===== src/rtl/imem_ctrl_pkg.sv =====
// ----------------------------------------------------------------------------
// imem_ctrl_pkg
//   Shared definitions for the instruction-memory load controller.
//   Contents:
//     ADDR_W_DEF / DATA_W_DEF : default memory geometry
//     ZERO_WORD               : all-zero word (NOP/clear pattern)
//     state_e                 : controller state encoding
//     is_busy()               : true while a load sequence is in flight
// ----------------------------------------------------------------------------
package imem_ctrl_pkg;

  localparam int ADDR_W_DEF = 10;
  localparam int DATA_W_DEF = 32;

  localparam logic [63:0] ZERO_WORD = 64'h0;

  typedef enum logic [2:0] {
    ST_IDLE    = 3'd0,
    ST_CLEAR   = 3'd1,
    ST_LOAD    = 3'd2,
    ST_RELEASE = 3'd3,
    ST_RUN     = 3'd4
  } state_e;

  function automatic logic is_busy(input state_e s);
    return (s == ST_CLEAR) || (s == ST_LOAD) || (s == ST_RELEASE);
  endfunction

endpackage


===== src/rtl/imem_ld_counter.sv =====
// ----------------------------------------------------------------------------
// imem_ld_counter
//   Saturating write-address counter plus accepted-word counter.
//   Ports:
//     clock   in   system clock, rising edge
//     reset   in   asynchronous active-high reset
//     init    in   reload address with START_ADDR and clear the word count
//     inc     in   one word accepted: advance address and count
//     addr    out  [ADDR_W]   current write address
//     count   out  [ADDR_W+1] words accepted since the last init
//     at_max  out  address sits at the top of memory; another increment
//                  would wrap, so the address holds instead
// ----------------------------------------------------------------------------
module imem_ld_counter #(
  parameter int ADDR_W     = 10,
  parameter int START_ADDR = 1
) (
  input  logic              clock,
  input  logic              reset,
  input  logic              init,
  input  logic              inc,
  output logic [ADDR_W-1:0] addr,
  output logic [ADDR_W:0]   count,
  output logic              at_max
);

  localparam logic [ADDR_W-1:0] START_VAL = ADDR_W'(START_ADDR);
  localparam logic [ADDR_W-1:0] MAX_ADDR  = '1;
  localparam logic [ADDR_W:0]   MAX_COUNT = '1;

  logic [ADDR_W-1:0] addr_q, addr_d;
  logic [ADDR_W:0]   count_q, count_d;

  assign at_max = (addr_q == MAX_ADDR);

  // init wins over inc; both counters saturate rather than wrap.
  always_comb begin
    addr_d  = addr_q;
    count_d = count_q;
    if (init) begin
      addr_d  = START_VAL;
      count_d = '0;
    end else if (inc) begin
      if (!at_max) begin
        addr_d = addr_q + 1'b1;
      end
      if (count_q != MAX_COUNT) begin
        count_d = count_q + 1'b1;
      end
    end
  end

  always_ff @(posedge clock or posedge reset) begin
    if (reset) begin
      addr_q  <= START_VAL;
      count_q <= '0;
    end else begin
      addr_q  <= addr_d;
      count_q <= count_d;
    end
  end

  assign addr  = addr_q;
  assign count = count_q;

endmodule


===== src/rtl/imem_load_ctrl.sv =====
// ----------------------------------------------------------------------------
// imem_load_ctrl
//   Loads a program into instruction memory over a valid/ready stream, then
//   releases the core from reset.
//   Build option: define IMEM_LOAD_CLEAR_EN to zero-fill the whole memory
//   (CLEAR state) before each load; otherwise start goes straight to LOAD.
//   Ports:
//     clock       in   system clock, rising edge
//     reset       in   asynchronous active-high reset
//     start       in   single-cycle load request (honoured in IDLE and RUN)
//     load_valid  in   load_data valid
//     load_data   in   [DATA_W] instruction word
//     load_last   in   final word of the program
//     load_ready  out  word accepted this cycle (LOAD state)
//     imem_we     out  memory write strobe
//     imem_addr   out  [ADDR_W] write address
//     imem_wdata  out  [DATA_W] write data
//     rw          out  0 = write/load, 1 = read/fetch
//     core_reset  out  pipeline reset, active-high
//     busy        out  CLEAR, LOAD or RELEASE
//     done        out  program loaded, core running
//     error       out  sticky address-overflow flag
//     word_count  out  [ADDR_W+1] words accepted in the current load
// ----------------------------------------------------------------------------
module imem_load_ctrl
  import imem_ctrl_pkg::*;
#(
  parameter int ADDR_W         = ADDR_W_DEF,
  parameter int DATA_W         = DATA_W_DEF,
  parameter int START_ADDR     = 1,
  parameter int RELEASE_CYCLES = 2
) (
  input  logic              clock,
  input  logic              reset,
  input  logic              start,
  input  logic              load_valid,
  input  logic [DATA_W-1:0] load_data,
  input  logic              load_last,
  output logic              load_ready,
  output logic              imem_we,
  output logic [ADDR_W-1:0] imem_addr,
  output logic [DATA_W-1:0] imem_wdata,
  output logic              rw,
  output logic              core_reset,
  output logic              busy,
  output logic              done,
  output logic              error,
  output logic [ADDR_W:0]   word_count
);

  localparam logic [3:0]        REL_LAST = 4'(RELEASE_CYCLES - 1);
  localparam logic [DATA_W-1:0] ZERO_W   = DATA_W'(ZERO_WORD);

  state_e            state_q, state_d;
  logic              imem_we_q, imem_we_d;
  logic [ADDR_W-1:0] imem_addr_q, imem_addr_d;
  logic [DATA_W-1:0] imem_wdata_q, imem_wdata_d;
  logic              error_q, error_d;
  logic [3:0]        rel_cnt_q, rel_cnt_d;

  logic              cnt_init;
  logic              cnt_inc;
  logic [ADDR_W-1:0] cnt_addr;
  logic [ADDR_W:0]   cnt_count;
  logic              cnt_at_max;
  logic              handshake;

`ifdef IMEM_LOAD_CLEAR_EN
  localparam logic [ADDR_W-1:0] CLR_LAST = '1;
  localparam state_e            FIRST_ST = ST_CLEAR;
  logic [ADDR_W-1:0] clr_addr_q, clr_addr_d;
  logic              clearing;
`else
  localparam state_e            FIRST_ST = ST_LOAD;
`endif

  imem_ld_counter #(
    .ADDR_W     (ADDR_W),
    .START_ADDR (START_ADDR)
  ) u_counter (
    .clock  (clock),
    .reset  (reset),
    .init   (cnt_init),
    .inc    (cnt_inc),
    .addr   (cnt_addr),
    .count  (cnt_count),
    .at_max (cnt_at_max)
  );

  assign load_ready = (state_q == ST_LOAD);
  assign handshake  = load_valid && load_ready;

  // Next-state logic. Accepted words are registered and written one cycle
  // later, so the final write of a load is still on the bus in the first
  // RELEASE cycle; the release countdown only runs once that write drains,
  // which keeps imem_we and rw=1 mutually exclusive.
  always_comb begin
    state_d      = state_q;
    imem_we_d    = 1'b0;
    imem_addr_d  = imem_addr_q;
    imem_wdata_d = imem_wdata_q;
    error_d      = error_q;
    rel_cnt_d    = rel_cnt_q;
    cnt_init     = 1'b0;
    cnt_inc      = 1'b0;
`ifdef IMEM_LOAD_CLEAR_EN
    clr_addr_d   = clr_addr_q;
`endif

    case (state_q)
      ST_IDLE, ST_RUN: begin
        if (start) begin
          state_d  = FIRST_ST;
          cnt_init = 1'b1;
          error_d  = 1'b0;
`ifdef IMEM_LOAD_CLEAR_EN
          clr_addr_d = '0;
`endif
        end
      end

`ifdef IMEM_LOAD_CLEAR_EN
      ST_CLEAR: begin
        clr_addr_d = clr_addr_q + 1'b1;
        if (clr_addr_q == CLR_LAST) begin
          state_d = ST_LOAD;
        end
      end
`endif

      ST_LOAD: begin
        if (handshake) begin
          imem_we_d    = 1'b1;
          imem_addr_d  = cnt_addr;
          imem_wdata_d = load_data;
          cnt_inc      = 1'b1;
          rel_cnt_d    = '0;
          if (load_last) begin
            state_d = ST_RELEASE;
          end else if (cnt_at_max) begin
            // Memory full with no end-of-program marker: stop, flag it.
            error_d = 1'b1;
            state_d = ST_RELEASE;
          end
        end
      end

      ST_RELEASE: begin
        if (!imem_we_q) begin
          if (rel_cnt_q == REL_LAST) begin
            state_d = ST_RUN;
          end else begin
            rel_cnt_d = rel_cnt_q + 1'b1;
          end
        end
      end

      default: begin
        state_d = ST_IDLE;
      end
    endcase
  end

  always_ff @(posedge clock or posedge reset) begin
    if (reset) begin
      state_q      <= ST_IDLE;
      imem_we_q    <= 1'b0;
      imem_addr_q  <= '0;
      imem_wdata_q <= '0;
      error_q      <= 1'b0;
      rel_cnt_q    <= '0;
    end else begin
      state_q      <= state_d;
      imem_we_q    <= imem_we_d;
      imem_addr_q  <= imem_addr_d;
      imem_wdata_q <= imem_wdata_d;
      error_q      <= error_d;
      rel_cnt_q    <= rel_cnt_d;
    end
  end

`ifdef IMEM_LOAD_CLEAR_EN
  always_ff @(posedge clock or posedge reset) begin
    if (reset) begin
      clr_addr_q <= '0;
    end else begin
      clr_addr_q <= clr_addr_d;
    end
  end

  // Clear writes go straight out from the sweep counter so that every
  // zero write lands before load_ready rises.
  assign clearing   = (state_q == ST_CLEAR);
  assign imem_we    = imem_we_q | clearing;
  assign imem_addr  = clearing ? clr_addr_q : imem_addr_q;
  assign imem_wdata = clearing ? ZERO_W : imem_wdata_q;
`else
  assign imem_we    = imem_we_q;
  assign imem_addr  = imem_addr_q;
  assign imem_wdata = imem_wdata_q;
`endif

  assign rw         = ((state_q == ST_RELEASE) || (state_q == ST_RUN)) && !imem_we_q;
  assign core_reset = (state_q != ST_RUN);
  assign busy       = is_busy(state_q);
  assign done       = (state_q == ST_RUN);
  assign error      = error_q;
  assign word_count = cnt_count;

endmodule


===== config.mk =====
export PLATFORM = sky130hd
export DESIGN_NAME = imem_load_ctrl
export DESIGN_NICKNAME = d
export VERILOG_FILES = /design/src/rtl/imem_ctrl_pkg.sv /design/src/rtl/imem_ld_counter.sv /design/src/rtl/imem_load_ctrl.sv
export SDC_FILE = /design/constraint.sdc
export NUM_CORES = 1
export LEC_CHECK = 0
export BUFFER_PORTS_ARGS = -buffer_cell sky130_fd_sc_hd__buf_2
export CAP_MARGIN = 25
export CORE_MARGIN = 5
export CORE_UTILIZATION = 55
export CTS_BUF_LIST = sky130_fd_sc_hd__clkbuf_16
export CTS_CLUSTER_SIZE = 40
export DETAILED_ROUTE_END_ITERATION = 12
export HOLD_SLACK_MARGIN = 0.06
export PLACE_DENSITY_LB_ADDON = 0.08
export SLEW_MARGIN = 20
export SYNTH_ARGS = -nofsm -noshare
export SYNTH_HDL_FRONTEND = slang
export SYNTH_SLANG_ARGS = --single-unit
export TNS_END_PERCENT = 100

===== constraint.sdc =====
create_clock -name clock -period 5.24 [get_ports clock]
set_clock_uncertainty 0.05 [all_clocks]
set_input_delay 0.524 -clock clock [delete_from_list [all_inputs] [get_ports clock]]
set_output_delay 0.524 -clock clock [all_outputs]
set_load 0.005 [all_outputs]

==> key figures <==
Placement
  • Number of buffers inserted by port buffering: 96
  • DP HPWL: 4.904 mm
  • Total instance count after detailed placement: 503
  • Post-Place Cell Area: 3705 um^2
  • RePlAce Congestion: 0.8077

Logic synthesis
  • Async SR Flop Fraction: between 90% and 100%
  • Number of enable flip-flop cells after synthesis: 0
  • Post-synthesis sequential area ratio: 56.25%
  • Number of register bits inferred by synthesis: 72
  • Synthesis warning total: 0
  • Post-synth net total: 390
  • Cells taking the most area after synthesis: sky130_fd_sc_hd__dfrtp_1, sky130_fd_sc_hd__nand2_1, sky130_fd_sc_hd__nand3_1
  • Post-Synthesis Cells: ~350
  • Area leader, netlist: sky130_fd_sc_hd__dfrtp_1
  • Top-area cell type share of the netlist area: 55.43%
  • Post-synth design cell area: between 3000 and 4000 um^2
  • Synth unique cells: 50
  • Mean area per synthesized cell: 9.185 um^2
  • Flip-flop cell with the highest count after synthesis: sky130_fd_sc_hd__dfrtp_1

Clocking
  • CTS tree: yes
  • Clock Sinks: 72
  • Library cell used as clock root buffer: sky130_fd_sc_hd__clkbuf_16
  • Resized Gates After CTS: 0
  • # Post-CTS Setup Buffers: 0
  • Hold-fix buffer count after cts: 0
  • Total clock buffers created by CTS: 9
  • Maximum number of buffers from clock root to sink: 2
  • Clock-pin slew on the worst setup and hold paths: 0.06 ns
  • Worst-Skew Late Latency: 0.32 ns
  • Deepest level of the CTS H-tree: 3

Final layout
  • Share of cells above drive strength 1: 27.52%
  • Final std cell area, no fill: 4043 um^2
  • Most frequent standard cell in the layout excluding fill and tap cells: sky130_fd_sc_hd__nand2_1
  • Layout Nets: around 480
  • Leading cell types in the layout, fill and taps excluded: sky130_fd_sc_hd__nand2_1, sky130_fd_sc_hd__buf_2, sky130_fd_sc_hd__dfrtp_1, sky130_fd_sc_hd__nor2_1, sky130_fd_sc_hd__nand3_1
  • ANT cells: 0
  • Growth of design area from synthesis to finish: 26.11%
  • Number of non-filler instances in the completed layout: 519

Critical path
  • R2R Path End: u_counter.count[8]
  • Kind of critical path: reg2reg
  • Data arrival time of the critical path: 2.85 ns
  • Worst-case register-to-register setup slack: between 2 and 3 ns
  • CP Launch Type: flip-flop
  • Launch instance of the worst register-to-register path: state_q[0]
  • Req. time, crit path: 5.40 ns
  • Number of cell instances on the worst register-to-register path: 8
  • Critical Path Source: state_q[0]
  • Worst setup path endpoint: u_counter.count[8]
  • Maximum fanout along the worst path: 59
  • CP endpoint kind: flip-flop

Timing
  • Final Max Tran Viols: 0
  • Setup repair after global routing missed its margin: false
  • Final worst path period share: 51.23%
  • Transition time of the tightest slew-check pin: 0.8927 ns
  • Maximum frequency from static timing analysis: 372.5 MHz
  • Final Hold Violating Endpoints: 0
  • Worst relative slew slack: around 40%
  • Tmin final: 2.685 ns
  • Setup violation total in the final timing report: 0
  • Total negative slack: 0 ns

Power and ir drop
  • Net switching power: about 760 uW
  • IR Drop Worst-Case VDD: 0.0003048 V
  • Static leakage: 2.205 nW
  • Int Pwr: 1.456 mW
  • Share of total power in combinational logic: just under 30%
  • Fraction of power consumed by the clock network: between 30% and 40%
  • Seq pwr share: 39.6%
  • Power per standard cell area: 547.1 nW/um^2
  • Switching power as a share of total power: roughly a third

Detailed routing
  • DRT antenna net count: 0
  • Routed WL per cell: 14.73 um
  • DRT Wirelength: 7.647 mm
  • Total via count in the routed design: about 2800
  • DRC violation total after the first TritonRoute iteration: 216
  • Drt first pass iters: 4
  • Post-route DRC: 0
  • Detailed-route vias per instance: 5.339

Global route
  • Leftover overflow at the end of global routing: 0
  • Gr usage total: 20.96%
  • Number of antenna violations at the first check in global routing: 0
  • Global-route wire length before repair: 12.39 mm
  • Maximum number of pins on one net before global-route repair: 73
  • Number of global-route vias before repair: 2649

Floorplanning
  • Horizontal extent of the die: 86.35 um
  • Core region area: 5574 um^2
  • Starting density of the core: a little under three fifths
  • Die outline height: 86.35 um
  • Std-Cell Rows: 27
  • Area enclosed by the die boundary: approximately 7500 um^2
  • Number of top-level pins: 97

Worst hold path
  • Hold Path Class: in2reg

Run
  • Max cap viols: 0

Outcome
  • Outcome: complete, no violations
==> worst min path at each step <==
| stage | cells past startpoint | slack [ns] | to | start |
|---|---|---|---|---|
| 2_1_floorplan | 2 | 0.42 | imem_addr[0] | imem_addr[0] |
| 3_3_place_gp | 2 | 0.40 | imem_wdata[13] | imem_wdata[13] |
| 3_5_place_dp | 2 | 0.41 | imem_wdata[13] | imem_wdata[13] |
| 4_1_cts | 3 | 0.33 | imem_wdata[3] | load_data[3] |
| 5_1_grt | 3 | 0.33 | imem_wdata[3] | load_data[3] |
| 6_report | 3 | 0.33 | imem_wdata[7] | load_data[7] |
==> sequential cells by signal (all words and copies together) (netlist names) <==
register         count
rel_cnt_q            4
imem_addr           10
u_counter.count     11
error                1
u_counter.addr      10
state_q              3
imem_wdata          32
imem_we              1
==> logic make-up after synthesis <==
logic type               after synthesis  share of synthesized area [%]
XOR/XNOR                               4                          1.093
AND/OR/NAND/NOR                      193                          26.19
buffers and inverters                 23                          3.474
flip-flops                            72                          56.25
multiplexers                           1                         0.3123
AO/OA/AOI/OAI                         52                          11.12
adder cells (fa/ha/maj)                4                          1.561
==> power groups by stage <==
stage          Clock (mW)  Combinational [mW]  Sequential [mW]
2_1_floorplan           0               0.415            0.860
3_3_place_gp            0               0.626            0.878
3_5_place_dp            0               0.649            0.878
4_1_cts             0.696               0.658            0.875
5_1_grt             0.729               0.731            0.903
6_report            0.691               0.646            0.875
==> layer usage <==
metal	wire length [um]	up-vias	GRT usage, %
li1	-	1367	-
met1	3316	1321	27.99
met2	3766	73	33.10
met3	453	10	4.563
met4	110	0	8.924
met5	0	-	0
==> Yosys cell counts, drive strengths merged (3+ instances only) <==
cell	count
xor2	3
nand4	4
dfrtp	71
nand3	12
buf	9
a31oi	7
a21oi	11
o21ai	9
ha	4
inv	8
nand2	142
nor2	16
clkbuf	6
nor3	5
or3	3
o31ai	7
==> cell type report <==
type	count	area (um^2)
clock buffers	9	225.2
clock inverters	7	112.6
fillers	422	1531
inverters	8	32.53
multi-input cells	254	1291
flip-flops and latches	72	1803
well taps	72	90.09
repair buffers	97	488.0
==> critical path, cell delays in order (launching register included) <==
cell	delay, ns
sky130_fd_sc_hd__dfrtp_1	0.48
sky130_fd_sc_hd__nor2_4	0.14
sky130_fd_sc_hd__nand2_2	0.07
sky130_fd_sc_hd__inv_2	0.09
sky130_fd_sc_hd__nand2_4	0.27
sky130_fd_sc_hd__inv_4	0.56
sky130_fd_sc_hd__o31a_1	0.48
sky130_fd_sc_hd__nor2_1	0.12
sky130_fd_sc_hd__a211o_1	0.31
==> stage by stage <==
step / worst slack (ns) / total power, mW / hold slack (ns) / util, %
final: 2.555 / 2.212 / 0.3310 / 72.53
after global routing: 2.347 / 2.363 / 0.3271 / 72.53
after CTS: 2.534 / 2.229 / 0.3267 / 72.53
after detailed placement: 2.529 / 1.527 / 0.4070 / 66.46
after global placement: 2.583 / 1.504 / 0.4043 / 66.46
after floorplan: 2.843 / 1.275 / 0.4185 / -
Power figures use the tool's default switching activity.
